==> config.mk <==
export PLATFORM = sky130hd
export DESIGN_NAME = bcd_stopwatch_ctrl_flat
export DESIGN_NICKNAME = d
export VERILOG_FILES = /design/src/rtl/bcd_stopwatch_ctrl_if.sv /design/src/rtl/bcd_stopwatch_ctrl.sv /design/src/flat_wrapper.sv
export SDC_FILE = /design/constraint.sdc
export NUM_CORES = 1
export LEC_CHECK = 0
export BUFFER_PORTS_ARGS = -buffer_cell sky130_fd_sc_hd__buf_2
export CORE_ASPECT_RATIO = 1.5
export CORE_MARGIN = 10
export CORE_UTILIZATION = 56
export DETAILED_ROUTE_END_ITERATION = 16
export GPL_ROUTABILITY_DRIVEN = 0
export PLACE_DENSITY_LB_ADDON = 0.3
export SLEW_MARGIN = 20
export SYNTH_ARGS = -nofsm -noshare
export SYNTH_HDL_FRONTEND = slang
export SYNTH_SLANG_ARGS = --single-unit
==> constraint.sdc <==
create_clock -name clk -period 2.52 [get_ports clk]
set_clock_uncertainty 0.1 [all_clocks]
set_input_delay 0.378 -clock clk [delete_from_list [all_inputs] [get_ports clk]]
set_output_delay 0.378 -clock clk [all_outputs]
set_load 0.02 [all_outputs]
==> src/rtl/bcd_stopwatch_ctrl_if.sv <==
// Control/display bundle for bcd_stopwatch_ctrl: single-cycle requests in,
// packed BCD display and status out.
interface bcd_stopwatch_ctrl_if;
   logic        start;
   logic        stop;
   logic        clear;
   logic        lap;
   logic [15:0] bcd;
   logic        running;
   logic        held;
   logic        ovf;

   modport master (output start, stop, clear, lap, input bcd, running, held, ovf);
   modport slave  (input start, stop, clear, lap, output bcd, running, held, ovf);
endinterface

==> src/rtl/bcd_stopwatch_ctrl.sv <==
// 4-digit BCD stopwatch: IDLE/RUN/PAUSE/OVF with a PRESCALE-cycle tick.
// Optional display hold (lap) is built only when BCD_STOPWATCH_LAP_HOLD_EN is defined.
module bcd_stopwatch_ctrl #(
   parameter int unsigned PRESCALE = 1000
) (
   input logic                  clk,
   input logic                  rst,
   bcd_stopwatch_ctrl_if.slave  bus
);

   localparam logic [1:0] S_IDLE  = 2'd0;
   localparam logic [1:0] S_RUN   = 2'd1;
   localparam logic [1:0] S_PAUSE = 2'd2;
   localparam logic [1:0] S_OVF   = 2'd3;

   logic [1:0]  state_q, state_d;
   logic [15:0] count_q, count_d;
   logic [15:0] presc_q, presc_d;
   logic        tick;
   logic        ovf_entry;

   function automatic logic [15:0] bcd_inc(input logic [15:0] v);
      logic [15:0] r;
      logic        carry;
      r     = v;
      carry = 1'b1;
      for (int unsigned i = 0; i < 4; i++) begin
         if (carry) begin
            if (v[4*i +: 4] == 4'd9) begin
               r[4*i +: 4] = '0;
            end else begin
               r[4*i +: 4] = v[4*i +: 4] + 4'd1;
               carry       = 1'b0;
            end
         end
      end
      return r;
   endfunction

   assign tick = (state_q == S_RUN) && (presc_q == 16'(PRESCALE - 1));

   // The increment on a RUN edge happens even if stop arrives on that edge;
   // reaching 9999 overrides stop/start so OVF is never missed.
   always_comb begin
      state_d   = state_q;
      count_d   = count_q;
      presc_d   = presc_q;
      ovf_entry = 1'b0;
      if (bus.clear) begin
         state_d = S_IDLE;
         count_d = '0;
         presc_d = '0;
      end else if (state_q != S_OVF) begin
         if (state_q == S_RUN) begin
            if (tick) begin
               presc_d = '0;
               if (count_q == 16'h9999) begin
                  state_d   = S_OVF;
                  ovf_entry = 1'b1;
               end else begin
                  count_d = bcd_inc(count_q);
               end
            end else begin
               presc_d = presc_q + 16'd1;
            end
         end
         if (!ovf_entry) begin
            if (bus.stop) begin
               if (state_q == S_RUN) state_d = S_PAUSE;
            end else if (bus.start && (state_q == S_IDLE || state_q == S_PAUSE)) begin
               state_d = S_RUN;
               presc_d = '0;
            end
         end
      end
   end

   always_ff @(posedge clk) begin
      if (rst) begin
         state_q <= S_IDLE;
         count_q <= '0;
         presc_q <= '0;
      end else begin
         state_q <= state_d;
         count_q <= count_d;
         presc_q <= presc_d;
      end
   end

   assign bus.running = (state_q == S_RUN);
   assign bus.ovf     = (state_q == S_OVF);

`ifdef BCD_STOPWATCH_LAP_HOLD_EN
   logic        held_q, held_d;
   logic [15:0] hold_q, hold_d;

   always_comb begin
      held_d = held_q;
      hold_d = hold_q;
      if (bus.clear || ovf_entry) begin
         held_d = 1'b0;
      end else if (bus.lap && (state_q == S_RUN || state_q == S_PAUSE)) begin
         held_d = !held_q;
         if (!held_q) hold_d = count_q;
      end
   end

   always_ff @(posedge clk) begin
      if (rst) begin
         held_q <= 1'b0;
         hold_q <= '0;
      end else begin
         held_q <= held_d;
         hold_q <= hold_d;
      end
   end

   assign bus.held = held_q;
   assign bus.bcd  = held_q ? hold_q : count_q;
`else
   assign bus.held = 1'b0;
   assign bus.bcd  = count_q;
`endif

endmodule

==> src/flat_wrapper.sv <==
// flat-port wrapper written by rule: the top's interface ports become plain ports
module bcd_stopwatch_ctrl_flat 
#(
   parameter int unsigned PRESCALE = 1000
)
  (clk, rst, bus_start, bus_stop, bus_clear, bus_lap, bus_bcd, bus_running, bus_held, bus_ovf);
  bcd_stopwatch_ctrl_if bus_i ();
  input logic clk;
  input logic rst;
  input wire logic [$bits(bus_i.start)-1:0] bus_start;
  input wire logic [$bits(bus_i.stop)-1:0] bus_stop;
  input wire logic [$bits(bus_i.clear)-1:0] bus_clear;
  input wire logic [$bits(bus_i.lap)-1:0] bus_lap;
  output wire logic [$bits(bus_i.bcd)-1:0] bus_bcd;
  output wire logic [$bits(bus_i.running)-1:0] bus_running;
  output wire logic [$bits(bus_i.held)-1:0] bus_held;
  output wire logic [$bits(bus_i.ovf)-1:0] bus_ovf;
  assign bus_i.start = bus_start;
  assign bus_i.stop = bus_stop;
  assign bus_i.clear = bus_clear;
  assign bus_i.lap = bus_lap;
  assign bus_bcd = bus_i.bcd;
  assign bus_running = bus_i.running;
  assign bus_held = bus_i.held;
  assign bus_ovf = bus_i.ovf;
  bcd_stopwatch_ctrl #(.PRESCALE(PRESCALE)) u_core (.clk(clk), .rst(rst), .bus(bus_i));
endmodule
Yosys cells after proc, flatten, opt, wreduce, memory -nomap -nowiden

Index checks and enable logic that the tools add are counted.

Flip-flop bits (word level): 34
Input port bits: 6
Output and inout bits: 19
Logic and storage cells: 72

$add $sub $neg: 5
Equality and inequality tests: 10
Mux-type cells: 41
Bitwise logic cells: 1
Reductions and logical operators: 9

Operators with widths:

| cell                    | number |
|---|---|
| $mux W16                | 5 |
| $mux W1                 | 25 |
| $add A16 B1 Y16 const B | 1 |
| $add A4 B1 Y4 const B   | 4 |
| $eq A16 B10 Y1 const B  | 1 |
| $eq A16 B16 Y1 const B  | 1 |
| $eq A4 B4 Y1 const B    | 4 |
| $mux W4                 | 4 |
| $reduce_and A5 Y1       | 3 |
| $mux W2                 | 7 |
| $eq A2 B2 Y1 const B    | 2 |
| $reduce_and A4 Y1       | 1 |
| $eq A2 B1 Y1 const B    | 1 |
| $logic_and A1 B1 Y1     | 2 |
| $logic_not A2 Y1        | 1 |
| $ne A2 B2 Y1 const B    | 1 |
| $reduce_or A2 Y1        | 1 |
| $logic_or A1 B1 Y1      | 1 |
| $not A1 Y1              | 1 |

Depth between registers and ports, before layout

Word-level depth: 20
Mapped depth: 8
Depth with buffers taken out: 6

Worst setup path before layout

Ideal clock, no wire load.

Path kind: reg2reg
Start: register u_core.count_q[6] (netlist: u_core.bus.bcd[6])
End: register u_core.count_q[10] (netlist: u_core.bus.bcd[10])
Setup time: 0.070 ns
Arrival time: 1.738 ns
Data required time: 2.350 ns
Setup slack: 0.612 ns
Stages on the path, launching flop included: 7
Path buffers: 1
Period minus slack after synthesis: 1.908 ns
Cells stage by stage: dfxtp_1 > clkbuf_2 > and4bb_4 > nand4_1 > nand3_1 > or4_1 > a21oi_1

Word-level cells in the longest chain between the ends: 9
Elaborated cells between the ends (all ways): 11
Those cells by class: eq/ne: 2; mux: 7; bitwise: 1; reduce/logical: 1

RTL lines:

| item                          | RTL line                 | source |
|---|---|---|
| start: declaration            | bcd_stopwatch_ctrl.sv:17 | `logic [15:0] count_q, count_d;` |
| start signal: assignment      | bcd_stopwatch_ctrl.sv:85 | `count_q <= count_d;` |
| $eq A4 B4 Y1                  | bcd_stopwatch_ctrl.sv:29 | `if (v[4*i +: 4] == 4'd9) begin` |
| $mux W1                       | bcd_stopwatch_ctrl.sv:29 |  |
| $mux W1                       | bcd_stopwatch_ctrl.sv:28 | `if (carry) begin` |
| $mux W1                       | bcd_stopwatch_ctrl.sv:57 | `if (count_q == 16'h9999) begin` |
| $mux W1                       | bcd_stopwatch_ctrl.sv:55 | `if (tick) begin` |
| $mux W1                       | bcd_stopwatch_ctrl.sv:54 | `if (state_q == S_RUN) begin` |
| $mux W1                       | bcd_stopwatch_ctrl.sv:53 | `end else if (state_q != S_OVF) begin` |
| $mux W1                       | bcd_stopwatch_ctrl.sv:49 | `if (bus.clear) begin` |
| $reduce_and A5 Y1 (no line) * | -                        |  |

Every way passes the cells marked *; elsewhere a longest branch is shown, timed or not. The select of a mux whose other input is x is not followed.
A chain may end at the register's enable or synchronous reset.

Worst setup path in the final report

Start: register u_core.presc_q[0]
End: register u_core.count_q[10] (netlist: u_core.bus.bcd[10])

Word-level cells in the longest chain between the ends: 3

RTL lines:

| item                        | RTL line                 | source |
|---|---|---|
| start: declaration          | bcd_stopwatch_ctrl.sv:18 | `logic [15:0] presc_q, presc_d;` |
| start signal: assignment    | bcd_stopwatch_ctrl.sv:86 | `presc_q <= presc_d;` |
| $eq A16 B10 Y1              | bcd_stopwatch_ctrl.sv:40 | `assign tick = (state_q == S_RUN) && (presc_q == 16'(PRESCALE - 1));` |
| $logic_and A1 B1 Y1         | bcd_stopwatch_ctrl.sv:40 |  |
| $reduce_and A5 Y1 (no line) | -                        |  |

No other way between the ends.

==> flow_summary.ini <==
[run_status]
status = complete, no violations

[clocking]
cts_setup_buffers = 0
cts.sinks = 34
path_clk_slew_ns = 0.06
h-tree-depth = 2
hold_buffers = 0
root_buffer = clkbuf_8
cts_tree = built
clockBufferDepth = 2
cts_buffers = 5
clk_latency_ns = 0.28
post_cts_resized = 0

[yosys]
synth_area_sq_mm = 0.001793
synth_seq_cells = 34
synth_warnings = 0
synth.avg_cell_area_sq_um = 8.150
synth-edff-count = 0
synth_nets = 227
synth_top_flop_cell = dfxtp_1
synth_cell_types = 50
ys_seq_area_frac = 0.3796
async_reset_ff_frac = 0
postSynthCellCount = 220

[sta]
max_slew_margin = 0.6402
drv_slew = 0
whs_ns = 0.3662
setup_viol = 0
finalHoldViolations = 0
fin_crit_sh = 0.8671
setup_tns_ns = 0
worst_pin_slew_ns = 0.5347
fin_crit_ns = 2.185
rsz0062_at_grt = no
fmax_mhz = 457.7

[pwr]
comb_power_share = 0.026
internal_power_uw = 756.2
p_leak_uw = 0.0007567
pwr-share-seq = 0.567
pwr-share-clk = 0.407
p_sw_uw = 194.3
peakVddDrop_mv = 0.3428
power_density_mw_per_mm2 = 479.0
switching_share = 0.2044

[global_routing]
grt_pass1_vias = 1494
antenna_found_initial = 0
grt_pass1_wl_um = 6361
grt-ovfl-total = 0
grtUsageTotal = 0.1365
grt_max_degree = 18

[route]
viasPerCell = 5.711
first_pass_iters = 4
drt-total-wl_um = 3750
ant_nets = 0
vias = 1599
dr.first_iter.drc_count = 56
wl_per_cell_um = 13.39
drc_errors = 0

[critical_path]
worstSetupEndpointType = flip-flop
r2r_end = u_core.bus.bcd[10]
critPathBufInv = 0
r2r-start = u_core.presc_q[0]
crit_family = simple AND/OR/NAND/NOR gates
r2r_slack_ns = 0.34
criticalPathCategory = flip-flop to flip-flop
critical_path_depth = 6
cp_max_fo = 14
crit_required_ns = 2.63
start_kind = flip-flop
ff2ff_path_depth = 6
cpPeakStageDelay_ns = 0.61
crit_chain = ha_1 > nand2_1 > nor3_1 > nand3_1 > or4_1 > a21oi_1
critPathArrivalTime_ns = 2.30
crit_slowest_cell = or4_1

[cells_and_area]
area_growth_syn_to_layout_pct = 10.68
antennaDiodeCount = 0
multi_input_area_sq_mm = 0.001016
seq_area_sq_um = 680.7
fin_nets = 248
layout-drive-gt1-share = 0.1792
utilization = 0.6344
final_area_sq_mm = 0.001984
num-fill-cells = 301

[die]
core_area_sq_mm = 0.003128
die_w_um = 66.20
rows = 25
fp.dieH_um = 89.30
io_pins = 25
start_util = 0.5732
dieArea_sq_mm = 0.005912

[worst_hold_path]
min_to = u_core.state_q[0]
hold_depth = 4
hp-start = bus_stop
worst_hold_path_type = primary input to flip-flop

[place]
postPlaceCellArea_sq_mm = 0.001902
hpwl_um = 2781
io_buffers = 22

[flow_run]
drv_cap = 0
-- per-stage QoR --
step	power (uW)	cells	setup slack [ns]
floorplan	569.6	220	0.6122
global placement	575.6	274	0.4239
detailed placement	575.8	274	0.3310
CTS	968.5	280	0.3154
global route	986.2	280	0.1278
finish	950.5	280	0.3350
-- cell usage after synthesis (2+ instances only) --
cell      number  share of area
dfxtp_1       34           0.38
nand2_1       28          0.059
nor2_1        24          0.050
a21oi_1       15          0.042
inv_1         10          0.021
nor3_1        10          0.028
nand3_1        9          0.025
xor2_1         9          0.044
nand4_1        8          0.028
xnor2_1        8          0.039
o21ai_0        5          0.014
nor4_1         4          0.014
or2_2          4          0.014
and2_1         3          0.010
buf_2          3         0.0084
a31o_1         2         0.0098
and3_1         2         0.0070
and4_1         2         0.0098
and4bb_2       2          0.014
buf_4          2         0.0084
mux2i_1        2          0.011
o211ai_1       2         0.0084
o311ai_0       2         0.0098
or3_1          2         0.0070
or3_2          2         0.0084
or4_1          2         0.0084
-- cell families (layout without fill, tap and decap cells) --
| group | after synthesis | count (layout) | synth area share |
|---|---|---|---|
| other | 1 | 1 | 0.002092 |
| DFF | 34 | 34 | 0.3796 |
| and+or+nand+nor | 115 | 115 | 0.3587 |
| adders and majority gates | 1 | 1 | 0.006977 |
| AOI/OAI and AO/OA | 31 | 31 | 0.1047 |
| buffers and inverters | 19 | 39 | 0.05373 |
| xor gates and xnor gates | 17 | 17 | 0.08305 |
| muxes | 2 | 2 | 0.01117 |
-- cell type report --
| cell class | count | area share |
|---|---|---|
| repair buffers | 23 | 0.05927 |
| inverters | 10 | 0.01892 |
| well taps | 40 | 0.02522 |
| clock buffers | 6 | 0.04161 |
| multi-input cells | 167 | 0.5120 |
| flip-flops and latches | 34 | 0.3430 |
-- flip-flops by register name (all words and copies together) (netlist names) --
signal / cells
u_core.bus.bcd: 16
u_core.presc_q: 16
u_core.state_q: 2
-- power groups by stage --
stage	clock network (uW)	registers, uW	logic, uW
detailed placement	0	551	25.1
global route	420	538	28.0
finish	387	539	24.9
CTS	405	539	25.1
global placement	0	551	24.8
floorplan	0	551	19.1
-- cells in the final DEF, fill, tap and decap left out, types with 9 or more instances in the layout --
master   synthesis  final
nand3_1          9      9
nand2_1         28     28
buf_2            3     22
nor3_1          10     10
inv_1           10     10
nor2_1          24     24
a21oi_1         15     15
xor2_1           9      9
dfxtp_1         34     34
-- worst max-delay path by stage --
| stage | slack (ns) | end | startpoint |
|---|---|---|---|
| floorplan | 0.61 | u_core.bus.bcd[10] | u_core.bus.bcd[6] |
| global placement | 0.42 | u_core.bus.bcd[10] | u_core.presc_q[0] |
| detailed placement | 0.33 | u_core.bus.bcd[10] | u_core.presc_q[0] |
| CTS | 0.32 | u_core.bus.bcd[10] | u_core.presc_q[0] |
| global route | 0.13 | u_core.bus.bcd[10] | u_core.presc_q[0] |
| finish | 0.34 | u_core.bus.bcd[10] | u_core.presc_q[0] |
-- worst min-delay path: cells and delay by family --
family / cells / cell delay (ns)
AO/OA/AOI/OAI: 2 / 0.17
buffers and inverters: 2 / 0.16
-- layer usage --
| layer | wire length [um] | GRT usage |
|---|---|---|
| met5 | 0 | 0 |
| met4 | 63 | 0.07266 |
| met3 | 124 | 0.04015 |
| met2 | 2048 | 0.2472 |
| met1 | 1513 | 0.1349 |
No activity file was read; power rests on OpenSTA's default activity.
